[src/rtl/s_axis_rq_adapt_x4_pkg.sv]
// Shared definitions for the x4 RQ requester adapter.
//   - FSM state encoding
//   - RQ req_type codes and legacy fmt/type codes
//   - RQ descriptor field offsets
//   - DW keep helpers
package s_axis_rq_adapt_x4_pkg;

  typedef enum logic [2:0] {
    ST_HDR,
    ST_PASS,
    ST_SHIFT,
    ST_FLUSH,
    ST_DROP
  } rq_state_t;

  localparam logic [3:0] RQ_MRD       = 4'b0000;
  localparam logic [3:0] RQ_MWR       = 4'b0001;
  localparam logic [4:0] LEG_TYPE_MEM = 5'b00000;
  localparam int         FMT_4DW_BIT  = 0;
  localparam int         FMT_DATA_BIT = 1;

  localparam int DESC_ADDR_LSB    = 2;
  localparam int DESC_DWCNT_LSB   = 64;
  localparam int DESC_REQTYPE_LSB = 75;
  localparam int DESC_REQID_LSB   = 80;
  localparam int DESC_TAG_LSB     = 96;
  localparam int DESC_TC_LSB      = 121;
  localparam int DESC_ATTR_LSB    = 124;

  // Number of valid DWs in a beat; keep is assumed contiguous from DW0.
  function automatic logic [2:0] dw_count(input logic [3:0] k);
    if (k[3])      return 3'd4;
    else if (k[2]) return 3'd3;
    else if (k[1]) return 3'd2;
    else           return 3'd1;
  endfunction

  // Contiguous DW keep mask for n DWs (n = 1..4).
  function automatic logic [3:0] dw_mask(input logic [2:0] n);
    case (n)
      3'd1:    return 4'h1;
      3'd2:    return 4'h3;
      3'd3:    return 4'h7;
      default: return 4'hF;
    endcase
  endfunction

endpackage

[src/rtl/rq_descriptor_build.sv]
// Combinational legacy-header to RQ-descriptor mapping.
//   hdr       : first legacy beat (header DW0 in [31:0])
//   desc      : 128-bit RQ descriptor
//   supported : memory request (MRd/MWr)
//   is_mwr    : request carries payload
//   is_4dw    : 4DW (64-bit address) header
//   be        : {last_be, first_be}
module rq_descriptor_build
  import s_axis_rq_adapt_x4_pkg::*;
(
  input  logic [127:0] hdr,
  output logic [127:0] desc,
  output logic         supported,
  output logic         is_mwr,
  output logic         is_4dw,
  output logic [7:0]   be
);

  logic [2:0]  fmt;
  logic [4:0]  typ;
  logic [9:0]  len;
  logic [61:0] addr;
  logic        unused_hdr;

  assign fmt       = hdr[31:29];
  assign typ       = hdr[28:24];
  assign len       = hdr[9:0];
  assign is_4dw    = fmt[FMT_4DW_BIT];
  assign is_mwr    = fmt[FMT_DATA_BIT];
  assign supported = (typ == LEG_TYPE_MEM);
  assign be        = hdr[39:32];
  // DW address: 4DW carries {hi, lo}, 3DW only lo.
  assign addr      = is_4dw ? {hdr[95:64], hdr[127:98]} : {32'b0, hdr[95:66]};

  always_comb begin
    desc = '0;
    desc[DESC_ADDR_LSB    +: 62] = addr;
    desc[DESC_DWCNT_LSB   +: 11] = {len == 10'd0, len};
    desc[DESC_REQTYPE_LSB +: 4]  = is_mwr ? RQ_MWR : RQ_MRD;
    desc[DESC_REQID_LSB   +: 16] = hdr[63:48];
    desc[DESC_TAG_LSB     +: 8]  = hdr[47:40];
    desc[DESC_TC_LSB      +: 3]  = hdr[22:20];
    desc[DESC_ATTR_LSB    +: 3]  = {1'b0, hdr[13:12]};
  end

  assign unused_hdr = ^{fmt[2], hdr[23], hdr[19:14], hdr[11:10], hdr[97:96]};

endmodule

[src/rtl/s_axis_rq_adapt_x4.sv]
// Transmit requester adapter, legacy TLP stream -> UltraScale+ RQ, 128-bit.
//   user_clk / user_reset   : clock, synchronous active-high reset
//   s_axis_rq_t*            : legacy TLP input (header + payload)
//   s_axis_rq_t*_a          : RQ output (descriptor beat, then DW-aligned payload)
//   s_axis_rq_tready_a[0]   : core ready
// 3DW MWr payload starts in DW3 of the header beat, so it is realigned by
// one DW through a hold register; a trailing DW may need an extra FLUSH beat.
module s_axis_rq_adapt_x4
  import s_axis_rq_adapt_x4_pkg::*;
#(
  parameter int DATA_WIDTH = 128,
  parameter int KEEP_WIDTH = DATA_WIDTH / 8
) (
  input  logic                  user_clk,
  input  logic                  user_reset,
  input  logic [DATA_WIDTH-1:0] s_axis_rq_tdata,
  input  logic [KEEP_WIDTH-1:0] s_axis_rq_tkeep,
  input  logic                  s_axis_rq_tlast,
  input  logic                  s_axis_rq_tvalid,
  output logic                  s_axis_rq_tready,
  output logic [DATA_WIDTH-1:0] s_axis_rq_tdata_a,
  output logic [3:0]            s_axis_rq_tkeep_a,
  output logic                  s_axis_rq_tlast_a,
  output logic [59:0]           s_axis_rq_tuser_a,
  output logic                  s_axis_rq_tvalid_a,
  input  logic [3:0]            s_axis_rq_tready_a
);

  rq_state_t    state;
  logic [31:0]  hold;
  logic         advance;
  logic [3:0]   in_dw_keep;
  logic [2:0]   in_dw_cnt;
  logic [127:0] desc;
  logic         hdr_supported;
  logic         hdr_is_mwr;
  logic         hdr_is_4dw;
  logic [7:0]   hdr_be;
  logic         unused_in;

  rq_descriptor_build u_desc (
    .hdr       (s_axis_rq_tdata),
    .desc      (desc),
    .supported (hdr_supported),
    .is_mwr    (hdr_is_mwr),
    .is_4dw    (hdr_is_4dw),
    .be        (hdr_be)
  );

  assign advance          = !s_axis_rq_tvalid_a || s_axis_rq_tready_a[0];
  assign s_axis_rq_tready = advance && (state != ST_FLUSH);
  assign in_dw_keep       = {s_axis_rq_tkeep[12], s_axis_rq_tkeep[8],
                             s_axis_rq_tkeep[4], s_axis_rq_tkeep[0]};
  assign in_dw_cnt        = dw_count(in_dw_keep);

  always_ff @(posedge user_clk) begin
    if (user_reset) begin
      state              <= ST_HDR;
      hold               <= '0;
      s_axis_rq_tvalid_a <= 1'b0;
      s_axis_rq_tlast_a  <= 1'b0;
      s_axis_rq_tdata_a  <= '0;
      s_axis_rq_tkeep_a  <= '0;
      s_axis_rq_tuser_a  <= '0;
    end else if (advance) begin
      s_axis_rq_tvalid_a <= 1'b0;
      case (state)
        ST_HDR: if (s_axis_rq_tvalid) begin
          if (!hdr_supported) begin
            state <= s_axis_rq_tlast ? ST_HDR : ST_DROP;
          end else begin
            s_axis_rq_tvalid_a <= 1'b1;
            s_axis_rq_tdata_a  <= desc;
            s_axis_rq_tkeep_a  <= 4'hF;
            s_axis_rq_tlast_a  <= !hdr_is_mwr;
            // BEs held for the whole request
            s_axis_rq_tuser_a  <= {52'b0, hdr_be};
            if (hdr_is_mwr) begin
              if (hdr_is_4dw) begin
                state <= ST_PASS;
              end else begin
                hold  <= s_axis_rq_tdata[127:96];
                state <= s_axis_rq_tlast ? ST_FLUSH : ST_SHIFT;
              end
            end
          end
        end
        ST_PASS: if (s_axis_rq_tvalid) begin
          s_axis_rq_tvalid_a <= 1'b1;
          s_axis_rq_tdata_a  <= s_axis_rq_tdata;
          s_axis_rq_tkeep_a  <= in_dw_keep;
          s_axis_rq_tlast_a  <= s_axis_rq_tlast;
          if (s_axis_rq_tlast) state <= ST_HDR;
        end
        ST_SHIFT: if (s_axis_rq_tvalid) begin
          s_axis_rq_tvalid_a <= 1'b1;
          s_axis_rq_tdata_a  <= {s_axis_rq_tdata[95:0], hold};
          hold               <= s_axis_rq_tdata[127:96];
          if (s_axis_rq_tlast && in_dw_cnt != 3'd4) begin
            s_axis_rq_tkeep_a <= dw_mask(in_dw_cnt + 3'd1);
            s_axis_rq_tlast_a <= 1'b1;
            state             <= ST_HDR;
          end else begin
            // full last beat leaves one DW in hold for a FLUSH beat
            s_axis_rq_tkeep_a <= 4'hF;
            s_axis_rq_tlast_a <= 1'b0;
            if (s_axis_rq_tlast) state <= ST_FLUSH;
          end
        end
        ST_FLUSH: begin
          s_axis_rq_tvalid_a <= 1'b1;
          s_axis_rq_tdata_a  <= {96'b0, hold};
          s_axis_rq_tkeep_a  <= 4'h1;
          s_axis_rq_tlast_a  <= 1'b1;
          state              <= ST_HDR;
        end
        ST_DROP: if (s_axis_rq_tvalid && s_axis_rq_tlast) state <= ST_HDR;
        default: state <= ST_HDR;
      endcase
    end
  end

  assign unused_in = ^{s_axis_rq_tready_a[3:1],
                       s_axis_rq_tkeep[15:13], s_axis_rq_tkeep[11:9],
                       s_axis_rq_tkeep[7:5], s_axis_rq_tkeep[3:1]};

endmodule

[config.mk]
export PLATFORM = sky130hd
export DESIGN_NAME = s_axis_rq_adapt_x4
export DESIGN_NICKNAME = d
export VERILOG_FILES = /design/src/rtl/s_axis_rq_adapt_x4_pkg.sv /design/src/rtl/rq_descriptor_build.sv /design/src/rtl/s_axis_rq_adapt_x4.sv
export SDC_FILE = /design/constraint.sdc
export NUM_CORES = 1
export LEC_CHECK = 0
export CORE_MARGIN = 2
export CORE_UTILIZATION = 40
export CTS_CLUSTER_DIAMETER = 200
export DETAILED_ROUTE_END_ITERATION = 8
export PLACE_DENSITY_LB_ADDON = 0.15
export SLEW_MARGIN = 20
export SYNTH_ARGS = -nofsm -noshare
export SYNTH_HDL_FRONTEND = slang
export SYNTH_SLANG_ARGS = --single-unit
[constraint.sdc]
create_clock -name user_clk -period 1.8 [get_ports user_clk]
set_input_delay 0.36 -clock user_clk [delete_from_list [all_inputs] [get_ports user_clk]]
set_output_delay 0.36 -clock user_clk [all_outputs]
set_load 0.01 [all_outputs]
# After elaboration in Yosys (flattened, before gate mapping)
# Cells that the tools add are included.
# totals
ff_bits	177
output_inout_bits	195
# op_classes
n_eq_ne	19
add_sub_neg	1
mux	46
reduce_logical	16
# ops
cell	n
$mux 128	4
$pmux 128 s4	1
$mux 32	5
$pmux 32 s2	1
$mux 62	1
$mux 3	11
$mux 4	5
$ne 2x2->1 const B	8
$pmux 4 s4	1
$eq 3x2->1 const B	4
$pmux 3 s4	1
$pmux 4 s3	1
$logic_not 10->1	1
$mux 1	10
$ne 3x3->1 const B	3
$reduce_and 8->1	1
$reduce_and 7->1	1
$eq 3x1->1 const B	2
$mux 2	3
$reduce_and 6->1	1
$logic_not 5->1	1
$pmux 1 s4	1
$reduce_and 4->1	1
$reduce_bool 4->1	1
10 further kinds	13

# Longest topological paths before layout
# depth
ltp_word	9
mapped_depth	7

# Cells and area by module
# From an unflattened synthesis, not the netlist that was laid out.
# unflattened
cells_unflattened	1359
area_unflattened_um2	10905.5
# by_module_without_submodules
mod	area_per_inst_um2	seq_area_each_um2	cells_each	instances
s_axis_rq_adapt_x4	9726.8	3543.4	1209	1
rq_descriptor_build	1178.6	0.0	150	1

# Worst setup path after synthesis
# OpenSTA, ideal clock, no wires.
# synth_timing
kind	input-to-reg
start	input port s_axis_rq_tdata[25]
end	register s_axis_rq_tdata_a[18]
arrival_ns	1.705
slack_ns	-0.028
t_required_ns	1.677
path_stages	5
path_cell_list	or4_4 > o21ai_4 > nand2_1 > buf_2 > mux2_1
# synth_between
elab_chain_cells	3
# synth_lines
element	line_no	text
from (decl)	s_axis_rq_adapt_x4.sv:16	input logic [DATA_WIDTH-1:0] s_axis_rq_tdata,
$logic_not 5->1	rq_descriptor_build.sv:30	assign supported = (typ == LEG_TYPE_MEM);
$ne 2x2->1 (no source line)	--	
$reduce_and 6->1 (no source line)	--	
to (signal assigned)	s_axis_rq_adapt_x4.sv:73	s_axis_rq_tdata_a <= desc;
to (signal assigned)	s_axis_rq_adapt_x4.sv:90	s_axis_rq_tdata_a <= s_axis_rq_tdata;
to (signal assigned)	s_axis_rq_adapt_x4.sv:97	s_axis_rq_tdata_a <= {s_axis_rq_tdata[95:0], hold};
to (decl)	s_axis_rq_adapt_x4.sv:21	output logic [DATA_WIDTH-1:0] s_axis_rq_tdata_a,
# No other way between the ends.
# A chain may end at the register's enable or synchronous reset.

# Final worst setup path
# layout_timing
start	input port s_axis_rq_tdata[26]
end	register hold[30]
# layout_between
elab_chain_cells	3
# layout_lines
element	line_no	text
$logic_not 5->1	rq_descriptor_build.sv:30	
$ne 2x2->1 (no source line)	--	
$reduce_and 7->1 (no source line)	--	
to (signal assigned)	s_axis_rq_adapt_x4.sv:82	hold <= s_axis_rq_tdata[127:96];
to (signal assigned)	s_axis_rq_adapt_x4.sv:98	hold <= s_axis_rq_tdata[127:96];
to (decl)	s_axis_rq_adapt_x4.sv:30	logic [31:0] hold;
# No other way between the ends.

==> metrics.csv <==
metric;value;unit
outcome;complete, no violations;
final setup fails;0;
Final Max Tran Viols;0;
Worst Hold Class;in2reg;
Req. time, crit path;2160;ps
FP Rows;55;
Mapped Cells;1016;
fillers;1976;
P_int;7.80;mW
Multi-input gate area;5080;um^2
vias in the first global route;9028;
chip width;155;um
Flop pwr share;0.395;
Fmax;0.557;GHz
crit-path max FO;5;
overall routing resource usage;0.292;
post-route ant nets;0;
Seq/Total Area, Yosys;0.387;
Net Sw Power;2.75;mW
Critical Path Start;s_axis_rq_tdata[26];
clock slew at reported path FFs;60;ps
first-pass GRT wire length;54.7;mm
CTS max path bufs;2;
crit path cell chain;buf_6 -> or4_4 -> buf_6 -> nor4_4 -> o2111a_2 -> buf_12 -> buf_12 -> mux2i_1;
Worst R2R End;s_axis_rq_tdata_a[69]$_SDFFE_PP0P_;
Critical Path AT;2150;ps
clock skew;9.56;ps
LEAKAGE;5.18;nW
drt first pass iters;6;
hold_buf cts;0;
Top FF cell, synth;dfxtp_1;
number of diodes;0;
reg2reg setup slack;20;ps
largest net degree at the start of global routing;62;
Final period util;0.997;
CTS sink cnt;177;
Post-Syn Area;9150;um^2
vias post-DR;9565;
Yosys reg bits;177;
yosys warns;0;
Port Buffers;279;
Worst Setup Start Kind;primary input;
GP Congestion;0.907;
unique cell type count in the Yosys netlist;52;
CP max stage cell;or4_4;
Critical Path Max Stage Delay;560;ps
GR Overflow Total;0;
HPWL reported at the end of detailed placement;25.1;mm
Die Y-Extent;155;um
TritonCTS buffer count;17;
number of DRC markers in iteration 0;1086;
P&R area growth vs syn;52.0;%
CTS HTree Levels;4;
Power Total;10.5;mW
Post-synth ARST share;0;
I/O pin cnt;347;
CTS root buf;clkbuf_16;
CTS tree;built;
clock share of power;0.406;
share of layout cells above drive strength 1;0.154;
nets;1476;
Reg-to-Reg Start;state[0]$_SDFFE_PP0P_;
r2r worst-path depth;8;
core box area;22600;um^2
PD cells;758;nW/um^2
routed length per instance;22.7;um
Initial Util;0.405;
worst skew pair latency;440;ps
FF+latch area;3550;um^2
vias per cell;5.90;
die area;24100;um^2
combinational share of power;0.200;
MaxCap Viol Count;0;
kind of critical path;in2reg;
RSZ-0062 raised after global routing;yes;
final wirelength;36.8;mm
worst setup path endpoint;hold[30]$_SDFFE_PP0P_;
Post-synth EDFFs;0;
Fin. Hold Viols;0;
Critical Path Sink Type;flip-flop;
initial antenna violation count;1;
Post-Syn Area per Cell;9.00;um^2
Sw Share;0.260;
Setup TNS;0;ps
# DRC;0;
Tmin final;1790;ps
Max rail drop VDD;0.000639;V
## final cells by class
type	count	share of cell area
multi-input combinational	717	0.366
timing repair buffer	404	0.303
sequential	177	0.256
clock buffer	21	0.0331
tap	285	0.0256
clock inverter	9	0.0148
inverter	7	0.00189
## synthesized netlist by cell type (2+ instances only)
cell type	n	area, um^2
a21oi_1	140	701
o21ai_0	15	75.1
nand3_1	12	60.1
o31ai_1	2	15.0
a21o_1	2	15.0
a31o_1	2	17.5
nor3_2	2	20.0
buf_4	53	398
buf_2	28	140
a21boi_0	2	15.0
o2bb2ai_1	25	219
nor4_1	5	31.3
or3_1	4	25.0
dfxtp_1	177	3540
mux2_1	28	315
clkbuf_1	75	282
o21a_1	2	15.0
nand2_1	68	255
mux2i_1	62	621
a22oi_1	51	383
o221ai_1	29	254
o221a_2	2	22.5
and3_1	17	106
a211oi_1	74	556
a2bb2oi_1	24	210
nor2_1	8	30.0
buf_1	6	22.5
a222oi_1	31	310
inv_1	7	26.3
buf_6	4	45.0
nor2b_1	34	213
nand2b_1	5	31.3
## layout by cell type (no fill, tap or decap), drive strengths merged, types with 3 or more instances in the layout
master / netlist / final
a211oi: 75 / 75
a21oi: 140 / 140
a222oi: 31 / 31
a22oi: 51 / 51
a2bb2oi: 24 / 24
and3: 17 / 17
buf: 91 / 126
bufinv: 0 / 6
clkbuf: 75 / 26
clkdlybuf4s50: 0 / 270
conb: 1 / 52
dfxtp: 177 / 177
inv: 7 / 7
mux2: 29 / 29
mux2i: 62 / 62
nand2: 68 / 68
nand2b: 5 / 5
nand3: 12 / 12
nor2: 8 / 8
nor2b: 34 / 34
nor3: 3 / 3
nor4: 5 / 5
o21ai: 16 / 16
o221ai: 29 / 29
o2bb2ai: 25 / 25
or3: 4 / 4
## kinds of logic after synthesis
group,share of synthesized area
AND/OR/NAND/NOR,0.0919
buffers and inverters,0.0998
multiplexers,0.104
flip-flops,0.387
other,0.000410
AO/OA/AOI/OAI,0.317
## worst max-delay path: cells and delay by family
| family | cells | cell delay (ps) |
|---|---|---|
| compound gates | 1 | 280 |
| buf+inv | 4 | 510 |
| mux | 1 | 180 |
| simple gates | 2 | 810 |
## registers in the layout (all words and copies together) (netlist names)
signal	count
state	3
s_axis_rq_tlast_a	1
s_axis_rq_tvalid_a	1
s_axis_rq_tdata_a	128
s_axis_rq_tkeep_a	4
hold	32
s_axis_rq_tuser_a	8
## layer usage
layer	share of wire	up-vias	wire length (um)	GRT usage
li1	-	4401	-	-
met1	0.42	4549	15600	0.394
met2	0.45	540	16600	0.457
met3	0.098	73	3600	0.0749
met4	0.029	2	1050	0.0970
met5	0.00035	-	13	0
## worst min path at each step
| stage | slack (ps) | cells past startpoint | startpoint | endpoint |
|---|---|---|---|---|
| after floorplan | 430 | 2 | hold[10]$_SDFFE_PP0P_ | hold[10]$_SDFFE_PP0P_ |
| after global placement | 440 | 2 | s_axis_rq_tkeep_a[0]$_SDFFE_PP0P_ | s_axis_rq_tkeep_a[0]$_SDFFE_PP0P_ |
| after detailed placement | 440 | 2 | s_axis_rq_tkeep_a[0]$_SDFFE_PP0P_ | s_axis_rq_tkeep_a[0]$_SDFFE_PP0P_ |
| after CTS | 430 | 5 | user_reset | state[0]$_SDFFE_PP0P_ |
| after global routing | 460 | 3 | user_reset | s_axis_rq_tdata_a[80]$_SDFFE_PP0P_ |
| final | 440 | 3 | user_reset | s_axis_rq_tdata_a[46]$_SDFFE_PP0P_ |
## through the flow
step / hold WS [ps] / util / area, um^2 / setup slack, ps / cells
after floorplan: 435 / - / 9360 / -20.4 / 1067
after global placement: 438 / 0.560 / 12600 / -542 / 1564
after detailed placement: 440 / 0.560 / 12600 / -569 / 1564
after CTS: 432 / 0.601 / 13600 / -5.21 / 1607
after global routing: 460 / 0.616 / 13900 / -52.9 / 1620
final: 439 / 0.616 / 13900 / 5.96 / 1620
## power by group through the flow
stage	combinational, mW	sequential [mW]	clock, mW
2_1_floorplan	0.861	4.30	0
3_3_place_gp	1.94	4.25	0
3_5_place_dp	1.95	4.25	0
4_1_cts	2.02	4.16	4.32
5_1_grt	2.24	4.18	4.48
6_report	2.11	4.16	4.28
## timing repair
action                                  4_1_cts  5_1_grt
buffers inserted                             10       11
resized for setup                            36       45
gates cloned                                  4        5
pin swaps                                     5       11
endpoints found under the setup margin      158      148
Note: power is estimated with default switching activity, not from simulation.
